`src/rtl/fp9_to_fixed_if.sv`:
```
// fp9_to_fixed handshake bundle: fp9 request side and fixed-point result side.
// W is the fixed-point result width and must match the converter's INT_W + FRAC_W.
interface fp9_to_fixed_if #(
  parameter int W = 16
);
  logic         in_valid;
  logic         in_ready;
  logic [8:0]   fp_in;
  logic         out_valid;
  logic         out_ready;
  logic [W-1:0] fixed_out;
  logic         ovf;
  logic         zero;

  modport master (
    output in_valid, fp_in, out_ready,
    input  in_ready, out_valid, fixed_out, ovf, zero
  );

  modport slave (
    input  in_valid, fp_in, out_ready,
    output in_ready, out_valid, fixed_out, ovf, zero
  );
endinterface

```
`src/rtl/fp9_to_fixed.sv`:
```
// fp9 {sign, exp[3:0], fract[3:0]} to signed Q(INT_W).(FRAC_W), 1-bit/cycle shifter.
// Define FP9_TO_FIXED_ROUND_EN for round-to-nearest-even on right shifts.
module fp9_to_fixed #(
  parameter int BIAS   = 7,
  parameter int INT_W  = 10,
  parameter int FRAC_W = 6
) (
  input  logic          clk50M,
  input  logic          rst,
  fp9_to_fixed_if.slave bus
);
  localparam int W    = INT_W + FRAC_W;
  localparam int KOFF = FRAC_W - BIAS - 4;
  localparam logic [W-1:0] POS_MAX = {1'b0, {(W-1){1'b1}}};
  localparam logic [W-1:0] NEG_MAX = {1'b1, {(W-1){1'b0}}};

  typedef enum logic [1:0] {IDLE, SHIFT, FIX, DONE} state_t;

  state_t            state;
  logic              sign;
  logic              left;
  logic              ovf_sticky;
  logic              zero_q;
  logic [W-1:0]      mag;
  logic [7:0]        cnt;
  logic [W-1:0]      fixed_r;
  logic              ovf_r;
  logic              zero_r;

  logic signed [7:0] k;
  logic [7:0]        k_abs;
  logic              is_zero;
  logic [W-1:0]      mag_fix;
  logic              pos_ovf;
  logic              neg_ovf;

  assign k       = 8'(int'(bus.fp_in[7:4]) + KOFF);
  assign k_abs   = k[7] ? 8'(-k) : k;
  assign is_zero = (bus.fp_in[7:0] == 8'h00);

`ifdef FP9_TO_FIXED_ROUND_EN
  logic guard;
  logic sticky;
  assign mag_fix = mag + W'(guard & (sticky | mag[0]));
`else
  assign mag_fix = mag;
`endif

  assign pos_ovf = ovf_sticky | mag_fix[W-1];
  assign neg_ovf = ovf_sticky | (mag_fix > NEG_MAX);

  always_ff @(posedge clk50M or negedge rst) begin
    if (!rst) begin
      state      <= IDLE;
      sign       <= 1'b0;
      left       <= 1'b0;
      ovf_sticky <= 1'b0;
      zero_q     <= 1'b0;
      mag        <= '0;
      cnt        <= '0;
      fixed_r    <= '0;
      ovf_r      <= 1'b0;
      zero_r     <= 1'b0;
`ifdef FP9_TO_FIXED_ROUND_EN
      guard      <= 1'b0;
      sticky     <= 1'b0;
`endif
    end else begin
      unique case (state)
        IDLE: begin
          if (bus.in_valid) begin
            sign       <= bus.fp_in[8];
            left       <= !k[7] && (k != 8'sd0);
            ovf_sticky <= 1'b0;
            zero_q     <= is_zero;
`ifdef FP9_TO_FIXED_ROUND_EN
            guard      <= 1'b0;
            sticky     <= 1'b0;
`endif
            if (is_zero) begin
              mag   <= '0;
              cnt   <= '0;
              state <= FIX;
            end else begin
              mag   <= W'({1'b1, bus.fp_in[3:0]});
              cnt   <= k_abs;
              state <= (k_abs != 8'd0) ? SHIFT : FIX;
            end
          end
        end
        SHIFT: begin
          if (left) begin
            ovf_sticky <= ovf_sticky | mag[W-1];
            mag        <= mag << 1;
          end else begin
            mag    <= mag >> 1;
`ifdef FP9_TO_FIXED_ROUND_EN
            guard  <= mag[0];
            sticky <= sticky | guard;
`endif
          end
          cnt <= cnt - 8'd1;
          if (cnt == 8'd1) state <= FIX;
        end
        FIX: begin
          zero_r <= zero_q;
          if (!sign) begin
            fixed_r <= pos_ovf ? POS_MAX : mag_fix;
            ovf_r   <= pos_ovf;
          end else begin
            fixed_r <= neg_ovf ? NEG_MAX : W'(~mag_fix + 1'b1);
            ovf_r   <= neg_ovf;
          end
          state <= DONE;
        end
        DONE: begin
          if (bus.out_ready) state <= IDLE;
        end
        default: state <= IDLE;
      endcase
    end
  end

  assign bus.in_ready  = (state == IDLE);
  assign bus.out_valid = (state == DONE);
  assign bus.fixed_out = fixed_r;
  assign bus.ovf       = ovf_r;
  assign bus.zero      = zero_r;
endmodule

```
`src/flat_wrapper.sv`:
```
// flat-port wrapper written by rule: the top's interface ports become plain ports
module fp9_to_fixed_flat 
#(
  parameter int BIAS   = 7,
  parameter int INT_W  = 10,
  parameter int FRAC_W = 6
)
  (clk50M, rst, bus_in_valid, bus_fp_in, bus_out_ready, bus_in_ready, bus_out_valid, bus_fixed_out, bus_ovf, bus_zero);
  fp9_to_fixed_if #(.W(16)) bus_i ();
  input  logic clk50M;
  input  logic rst;
  input wire logic [$bits(bus_i.in_valid)-1:0] bus_in_valid;
  input wire logic [$bits(bus_i.fp_in)-1:0] bus_fp_in;
  input wire logic [$bits(bus_i.out_ready)-1:0] bus_out_ready;
  output wire logic [$bits(bus_i.in_ready)-1:0] bus_in_ready;
  output wire logic [$bits(bus_i.out_valid)-1:0] bus_out_valid;
  output wire logic [$bits(bus_i.fixed_out)-1:0] bus_fixed_out;
  output wire logic [$bits(bus_i.ovf)-1:0] bus_ovf;
  output wire logic [$bits(bus_i.zero)-1:0] bus_zero;
  assign bus_i.in_valid = bus_in_valid;
  assign bus_i.fp_in = bus_fp_in;
  assign bus_i.out_ready = bus_out_ready;
  assign bus_in_ready = bus_i.in_ready;
  assign bus_out_valid = bus_i.out_valid;
  assign bus_fixed_out = bus_i.fixed_out;
  assign bus_ovf = bus_i.ovf;
  assign bus_zero = bus_i.zero;
  fp9_to_fixed #(.BIAS(BIAS), .INT_W(INT_W), .FRAC_W(FRAC_W)) u_core (.clk50M(clk50M), .rst(rst), .bus(bus_i));
endmodule
```
`config.mk`:
```
export PLATFORM = sky130hd
export DESIGN_NAME = fp9_to_fixed_flat
export DESIGN_NICKNAME = d
export VERILOG_FILES = /design/src/rtl/fp9_to_fixed_if.sv /design/src/rtl/fp9_to_fixed.sv /design/src/flat_wrapper.sv
export SDC_FILE = /design/constraint.sdc
export NUM_CORES = 1
export LEC_CHECK = 0
export BUFFER_PORTS_ARGS = -buffer_cell sky130_fd_sc_hd__buf_2
export CAP_MARGIN = 20
export CORE_ASPECT_RATIO = 0.8
export CORE_UTILIZATION = 64
export CTS_CLUSTER_DIAMETER = 150
export DETAILED_ROUTE_END_ITERATION = 12
export GPL_TIMING_DRIVEN = 1
export PLACE_DENSITY_LB_ADDON = 0.08
export RECOVER_POWER = 25
export SLEW_MARGIN = 20
export SYNTH_ARGS = -nofsm -noshare
export SYNTH_HDL_FRONTEND = slang
export SYNTH_SLANG_ARGS = --single-unit
```
`constraint.sdc`:
```
create_clock -name clk50M -period 6.13 [get_ports clk50M]
set_input_delay 0.3065 -clock clk50M [delete_from_list [all_inputs] [get_ports clk50M]]
set_output_delay 0.3065 -clock clk50M [all_outputs]
set_load 0.03 [all_outputs]
```
==> results of run 1 <==
[through the flow]
step           power, uW  cell area (sq um)  cells  util [%]
2_1_floorplan       1260               3080    357         -
3_3_place_gp        1450               3190    421      69.5
3_5_place_dp        1470               3190    421      69.5
4_1_cts             1700               3300    429      71.9
5_1_grt             1840               3300    429      71.9
6_report            1710               3300    429      71.9
[power by group through the flow]
stage	Combinational (uW)	Sequential [uW]	Clock [uW]
2_1_floorplan	654	608	0
3_3_place_gp	864	582	0
3_5_place_dp	883	588	0
4_1_cts	887	583	233
5_1_grt	989	607	249
6_report	894	588	233
[worst max-delay path: cells and delay by family (launching register included)]
kind | cells | cell delay, ns
xor+xnor | 1 | 0.18
fa+ha+maj | 1 | 0.47
buf+inv | 2 | 0.38
flops | 1 | 0.41
mux | 1 | 0.28
simple gates | 3 | 0.72
[flip-flops by register name (all words and copies together) (netlist names)]
| register | count |
|---|---|
| u_core.bus.fixed_out | 16 |
| u_core.mag | 16 |
| u_core.cnt | 8 |
| u_core.state | 2 |
| u_core.bus.ovf | 1 |
| u_core.bus.zero | 1 |
| u_core.left | 1 |
| u_core.ovf_sticky | 1 |
| u_core.sign | 1 |
| u_core.zero_q | 1 |
[final timing paths]
path                                              from                                   to  cells past startpoint  slack [ns]
max reg2reg                u_core.state[1]$_DFFE_PN0P_            u_core.cnt[6]$_DFFE_PN0P_                      8        3.58
max                        u_core.state[1]$_DFFE_PN0P_            u_core.cnt[6]$_DFFE_PN0P_                      8        3.58
max in group asynchronous                          rst  u_core.bus.fixed_out[1]$_DFFE_PN0P_                      1        3.94
min reg2reg                  u_core.zero_q$_DFFE_PN0P_            u_core.zero_q$_DFFE_PN0P_                      2        0.50
min in group asynchronous                          rst          u_core.state[1]$_DFFE_PN0P_                      1        0.77
min                                       bus_fp_in[8]              u_core.sign$_DFFE_PN0P_                      2        0.23
[layer usage]
layer	vias to the layer above	wire, microns	part of all wire [%]
met5	-	0	0
met1	1318	3270	45
met3	15	744	10
li1	1316	-	-
met2	186	3130	43
met4	0	131	1.8
[logic make-up (layout without fill, tap and decap cells)]
family	Yosys count	count (layout)
AO/OA/AOI/OAI	101	101
XOR/XNOR	6	6
adder cells (fa/ha/maj)	9	9
buffers and inverters	48	60
flip-flops	48	48
multiplexers	20	20
AND/OR/NAND/NOR	125	125
[area by class of cell]
| type | instances | area, sq um |
|---|---|---|
| Clock buffer | 5 | 68.8 |
| Clock inverter | 3 | 42.5 |
| Fill cell | 347 | 1290 |
| Inverter | 18 | 67.6 |
| Multi-Input combinational cell | 261 | 1670 |
| Sequential cell | 48 | 1200 |
| Tap cell | 60 | 75.1 |
| Timing Repair Buffer | 34 | 174 |
[layout by cell type, fill, tap and decap left out, types with 5 or more instances in the layout]
| master | netlist | routed |
|---|---|---|
| dfrtp_1 | 48 | 48 |
| nor2_1 | 40 | 40 |
| nand2_1 | 36 | 36 |
| buf_2 | 3 | 31 |
| o21ai_0 | 30 | 30 |
| a21oi_1 | 19 | 19 |
| inv_1 | 18 | 18 |
| mux2i_1 | 17 | 16 |
| a31oi_1 | 12 | 12 |
| nand3_1 | 11 | 11 |
| ha_1 | 9 | 9 |
| nor3_1 | 7 | 7 |
| o211ai_1 | 7 | 7 |
| nor4_1 | 5 | 5 |
| clkbuf_8 | 0 | 5 |
[cell usage after synthesis (4+ instances only)]
library cell | n | area [sq um]
o21ai_0 | 30 | 150
ha_1 | 9 | 113
inv_1 | 18 | 67.6
a21oi_1 | 19 | 95.1
xor2_1 | 4 | 35.0
clkbuf_1 | 22 | 82.6
nand2_1 | 36 | 135
o211ai_1 | 7 | 52.6
nor2_1 | 40 | 150
a31oi_1 | 12 | 75.1
a222oi_1 | 4 | 40.0
nor3_1 | 7 | 35.0
mux2i_1 | 17 | 170
nand3_1 | 11 | 55.1
o22ai_1 | 4 | 25.0
dfrtp_1 | 48 | 1200
nor4_1 | 5 | 31.3
==> run_results.csv, run 1 <==
group,metric,value,unit
worst_setup_path,path_cells,"inv_1, ha_1, mux2i_2, buf_4, nor4_1, nand3b_1, xor2_1, nor2_1",
worst_setup_path,crit_arrival,2.73,ns
clock_network,clockRootBuffer,"clkbuf_8",
grt,grt_use_total,31.2,%
power_and_ir_drop,pwr-share-seq,34.3,%
clock_network,insertion_delay,0.31,ns
routing,drc_errors,0,
timing,setup_violations,0,
floorplanning,ios,33,
clock_network,clk_path_buf_depth,2,
timing,finalClockSkew,0.00952,ns
grt,grt_pass1_vias,2436,
clock_network,htree_levels,2,
timing,hold-worst-slack,0.227,ns
yosys,synth_cells,357,
timing,timing_hold_violations_final,0,
grt,grt-busiest-layer,"met1",
timing,grt_setup_unrepaired,"false",
worst_setup_path,crit_slowest_cell,"ha_1",
status,status,"finished with violations",
placement,detailedPlace.worstSlack,3.70,ns
worst_setup_path,critPathCaptureType,"flip-flop",
grt,antenna_found_initial,0,
routing,drtIter0Drc,297,
grt,use_met1,48.9,%
clock_network,ctsResizeCount,0,
power_and_ir_drop,p_sw,831,uW
placement,place_congestion,0.895,
power_and_ir_drop,p_leak,0.00141,uW
timing,max_freq,392,MHz
grt,grt-ovfl-total,0,
routing,wl_per_cell,16.9,microns
worst_setup_path,slowest_delay,0.47,ns
status,violations,"max-capacitance violations, max-slew violations",
min_path,hold_class,"in2reg",
floorplanning,die_h,64.0,microns
yosys,synthMuxAreaShare,6.62,%
routing,vias_per_cell,6.61,
timing,finalCriticalPeriod,2.55,ns
yosys,synth-adder-area-share,3.66,%
worst_setup_path,crit_type,"reg2reg",
yosys,synth_compound_area_share,21.0,%
floorplanning,start_util,67.0,%
timing,finalCritPeriodShare,41.6,%
yosys,synth_xor_xnor_area_share,1.71,%
yosys,synth_simple_gate_area_share,21.2,%
worst_setup_path,critPathMaxFanout,21,
job,maxCapViolations,1,
yosys,syn-num-nets,379,
grt,grt_max_degree,49,
yosys,synthFlopType,"dfrtp_1",
cells_and_area,n_antenna_cell,0,
yosys,synth-edff-count,0,
grt,gr-usage-met3,5.43,%
grt,grt_pass1_wl,12300,microns
cells_and_area,nNetsFinal,390,
timing,slew_violations,49,
routing,vias,2835,
yosys,async_flop_share,100,%
clock_network,numCtsBuffers,5,
clock_network,postCtsSetupBuffers,0,
floorplanning,core_area,4600,sq um
floorplanning,dieWidth,79.6,microns
yosys,netlist_area,3080,sq um
cells_and_area,drive_gt1_share,14.9,%
placement,io_buffers,32,
timing,tightestPinTransition,2.51,ns
power_and_ir_drop,clockPowerShare,13.6,%
yosys,ys_seq_area_share,39.0,%
power_and_ir_drop,switching_share,48.4,%
floorplanning,rows,22,
yosys,synth.distinct_cells,59,
routing,ant_nets,0,
grt,grtUsageMet2,43.4,%
yosys,ys_warn_count,0,
clock_network,path_clk_slew,0.09,ns
routing,firstDrtPassIters,6,
floorplanning,die_area,5090,sq um
power_and_ir_drop,power.density,519,nW/um^2
clock_network,cts_tree,"done",
worst_setup_path,cp.required,6.31,ns
power_and_ir_drop,p_int,884,uW
worst_setup_path,crit_path_start_kind,"flip-flop",
clock_network,tritoncts_num_sinks,48,
clock_network,holdBufCountCts,0,
timing,final.setup.tns,0,ns
timing,max-slew-margin-rel,-67.3,%
yosys,synth_seq_cells,48,
cells_and_area,area_delta_synth_final,7.27,%
timing,setup_slack,3.58,ns
yosys,syn_avg_cell_area,8.63,sq um
power_and_ir_drop,peakVddDrop,0.000345,V
yosys,synth_top_family_by_area,"simple AND/OR/NAND/NOR gates",
power_and_ir_drop,power_frac_comb,52.1,%
placement,hpwl,5060,microns
routing,routed_wl,7270,microns
Power figures use the tool's default switching activity.
==> run 2, diff against run 1 <==
--- a/config.mk
+++ b/config.mk
@@ -8,7 +8,7 @@
 export BUFFER_PORTS_ARGS = -buffer_cell sky130_fd_sc_hd__buf_2
 export CAP_MARGIN = 20
 export CORE_ASPECT_RATIO = 0.8
-export CORE_UTILIZATION = 64
+export CORE_UTILIZATION = 53
 export CTS_CLUSTER_DIAMETER = 150
 export DETAILED_ROUTE_END_ITERATION = 12
 export GPL_TIMING_DRIVEN = 1
==> constraint.sdc (replaced) <==
create_clock -name clk50M -period 2.1 [get_ports clk50M]
set_input_delay 0.105 -clock clk50M [delete_from_list [all_inputs] [get_ports clk50M]]
set_output_delay 0.105 -clock clk50M [all_outputs]
set_load 0.03 [all_outputs]
==> run 2 against run 1 <==
Effect of this change: clock skew grew 0.00059 ns; total power increased to 3.0 times the previous value; global-route usage is 4.2 points lower; the run now ends clean; utilization fell by 7.5 points; sequential share of layout area shrank 2.6 points; first-iteration DRC count decreased by 20%; cell area increased by 7.6%; sequential cell count unchanged; via count is 0.71% higher; register-to-register slack lost 3.4 ns; combinational power increased to 3.3 times the previous value; critical endpoint is now u_core.bus.fixed_out[3]$_DFFE_PN0P_; setup slack worse by 3.4 ns.
==> run_results.csv, run 2 (synthesis results as in run 1) <==
group,metric,value,unit
status,status,"completed",
cells_and_area,drive_gt1_share,21.1,%
cells_and_area,area_delta_synth_final,15.4,%
routing,firstDrtPassIters,5,
clock_network,path_clk_slew,0.08,ns
floorplanning,dieWidth,87.2,microns
worst_setup_path,slowest_delay,0.40,ns
cells_and_area,regArea,1200,sq um
placement,place_congestion,0.846,
floorplanning,die_h,70.2,microns
power_and_ir_drop,switching_share,47.2,%
routing,vias_per_cell,6.05,
clock_network,clockRootBuffer,"clkbuf_8",
floorplanning,rows,24,
cells_and_area,nNetsFinal,417,
clock_network,cts_tree,"done",
placement,hpwl,5280,microns
timing,tightestPinTransition,1.19,ns
grt,antenna_found_initial,0,
power_and_ir_drop,p_int,2760,uW
grt,grt_max_degree,49,
power_and_ir_drop,power_frac_comb,56.6,%
worst_setup_path,path_cells,"inv_1, ha_2, nor4b_4, nand4_4, a21oi_4, buf_4, a31oi_1, o22ai_1",
job,maxCapViolations,0,
timing,max-slew-margin-rel,20.8,%
grt,grt_use_total,27.0,%
placement,place_area,3380,sq um
routing,vias,2855,
floorplanning,start_util,55.7,%
routing,drtIter0Drc,239,
timing,final.setup.tns,0,ns
clock_network,numCtsBuffers,5,
timing,max_freq,515,MHz
worst_setup_path,crit_arrival,2.16,ns
cells_and_area,final_common_cell,"dfrtp_1",
timing,setup_violations,0,
power_and_ir_drop,p_sw,2470,uW
routing,drc_errors,0,
cells_and_area,multi_input_area,1720,sq um
power_and_ir_drop,peakVddDrop,0.000881,V
timing,timing_hold_violations_final,0,
worst_setup_path,critPathCaptureType,"flip-flop",
cells_and_area,final_cell_mix,"48 x dfrtp_1, 40 x nor2_1, 36 x nand2_1",
power_and_ir_drop,clockPowerShare,12.3,%
worst_setup_path,crit_path_start_kind,"flip-flop",
worst_setup_path,cp.required,2.32,ns
cells_and_area,n_antenna_cell,0,
min_path,hold_class,"in2reg",
timing,finalCriticalPeriod,1.94,ns
timing,finalCritPeriodShare,92.6,%
placement,io_buffers,32,
power_and_ir_drop,power.density,1470,nW/um^2
timing,slew_violations,0,
grt,grt_pass1_wl,12900,microns
grt,grt_pass1_vias,2647,
routing,wl_per_cell,15.9,microns
timing,grt_setup_unrepaired,"false",
floorplanning,core_area,5530,sq um
power_and_ir_drop,p_leak,0.00154,uW
routing,routed_wl,7520,microns
cells_and_area,n_fill_cell,488,
clock_network,tritoncts_num_sinks,48,
timing,finalClockSkew,0.0101,ns
clock_network,clk_path_buf_depth,2,
clock_network,htree_levels,2,
floorplanning,die_area,6120,sq um
worst_setup_path,critPathMaxFanout,5,
grt,grt-ovfl-total,0,
worst_setup_path,crit_slowest_cell,"dfrtp_1",
worst_setup_path,crit_type,"reg2reg",
cells_and_area,design_area,3550,sq um
clock_network,insertion_delay,0.31,ns
power_and_ir_drop,pwr-share-seq,31.0,%
floorplanning,ios,33,
routing,ant_nets,0,
-- run 2: path summary, 6_finish.rpt --
path                                                 from                             endpoint  slack, ns  cells after the start
worst min register to register  u_core.zero_q$_DFFE_PN0P_            u_core.zero_q$_DFFE_PN0P_       0.51                      2
worst min-delay path                         bus_fp_in[8]              u_core.sign$_DFFE_PN0P_       0.04                      2
worst max-delay path            u_core.mag[0]$_DFFE_PN0P_  u_core.bus.fixed_out[3]$_DFFE_PN0P_       0.16                      8
max in group asynchronous                             rst  u_core.bus.fixed_out[8]$_DFFE_PN0P_       0.70                      3
worst max register to register  u_core.mag[0]$_DFFE_PN0P_  u_core.bus.fixed_out[3]$_DFFE_PN0P_       0.16                      8
min in group asynchronous                             rst           u_core.mag[11]$_DFFE_PN0P_       0.67                      3
-- run 2: layout make-up --
| cell class | count | area share (%) |
|---|---|---|
| multi-input cells | 262 | 48.3 |
| flip-flops and latches | 48 | 33.8 |
| repair buffers | 60 | 10.4 |
| well taps | 78 | 2.75 |
| clock buffers | 5 | 1.94 |
| inverters | 18 | 1.90 |
| clock inverters | 1 | 0.845 |
-- run 2: through the flow --
stage	util [%]	instances	hold WS, ns	setup slack [ns]	total power (uW)
detailed placement	61.2	459	0.110	0.0409	4470
CTS	63.2	466	0.0341	0.0211	5130
global placement	61.2	459	0.113	0.129	4420
finish	64.3	472	0.0360	0.156	5230
global route	64.3	472	0.0341	0.00615	5660
floorplan	-	357	-0.191	0.0730	3690
-- run 2: what timing repair did --
| action | CTS | global route |
|---|---|---|
| hold endpoints to repair | 48 | 0 |
| hold buffers | 1 | 0 |
| gates resized for setup | 0 | 6 |
| endpoints found under the setup margin | 0 | 17 |
| buffers inserted | 0 | 5 |
-- run 2: worst max-delay path: cells and delay by family, from the launching register on --
family,cells,cell delay (ns)
AO/OA/AOI/OAI,3,0.53
adder cells (fa/ha/maj),1,0.21
buffers and inverters,2,0.24
flip-flops,1,0.40
AND/OR/NAND/NOR,2,0.48
-- run 2: power groups by stage --
| stage | sequential (uW) | combinational [uW] | clock (uW) |
|---|---|---|---|
| 2_1_floorplan | 1770 | 1920 | 0 |
| 3_3_place_gp | 1620 | 2810 | 0 |
| 3_5_place_dp | 1620 | 2850 | 0 |
| 4_1_cts | 1610 | 2880 | 651 |
| 5_1_grt | 1670 | 3290 | 693 |
| 6_report | 1620 | 2960 | 646 |
-- run 2: routing by layer --
metal,global-route usage (%),up-vias,routed length [microns]
li1,-,1372,-
met4,6.38,0,56
met5,0,-,0
met2,39.7,99,3320
met3,3.90,7,442
met1,41.9,1377,3700
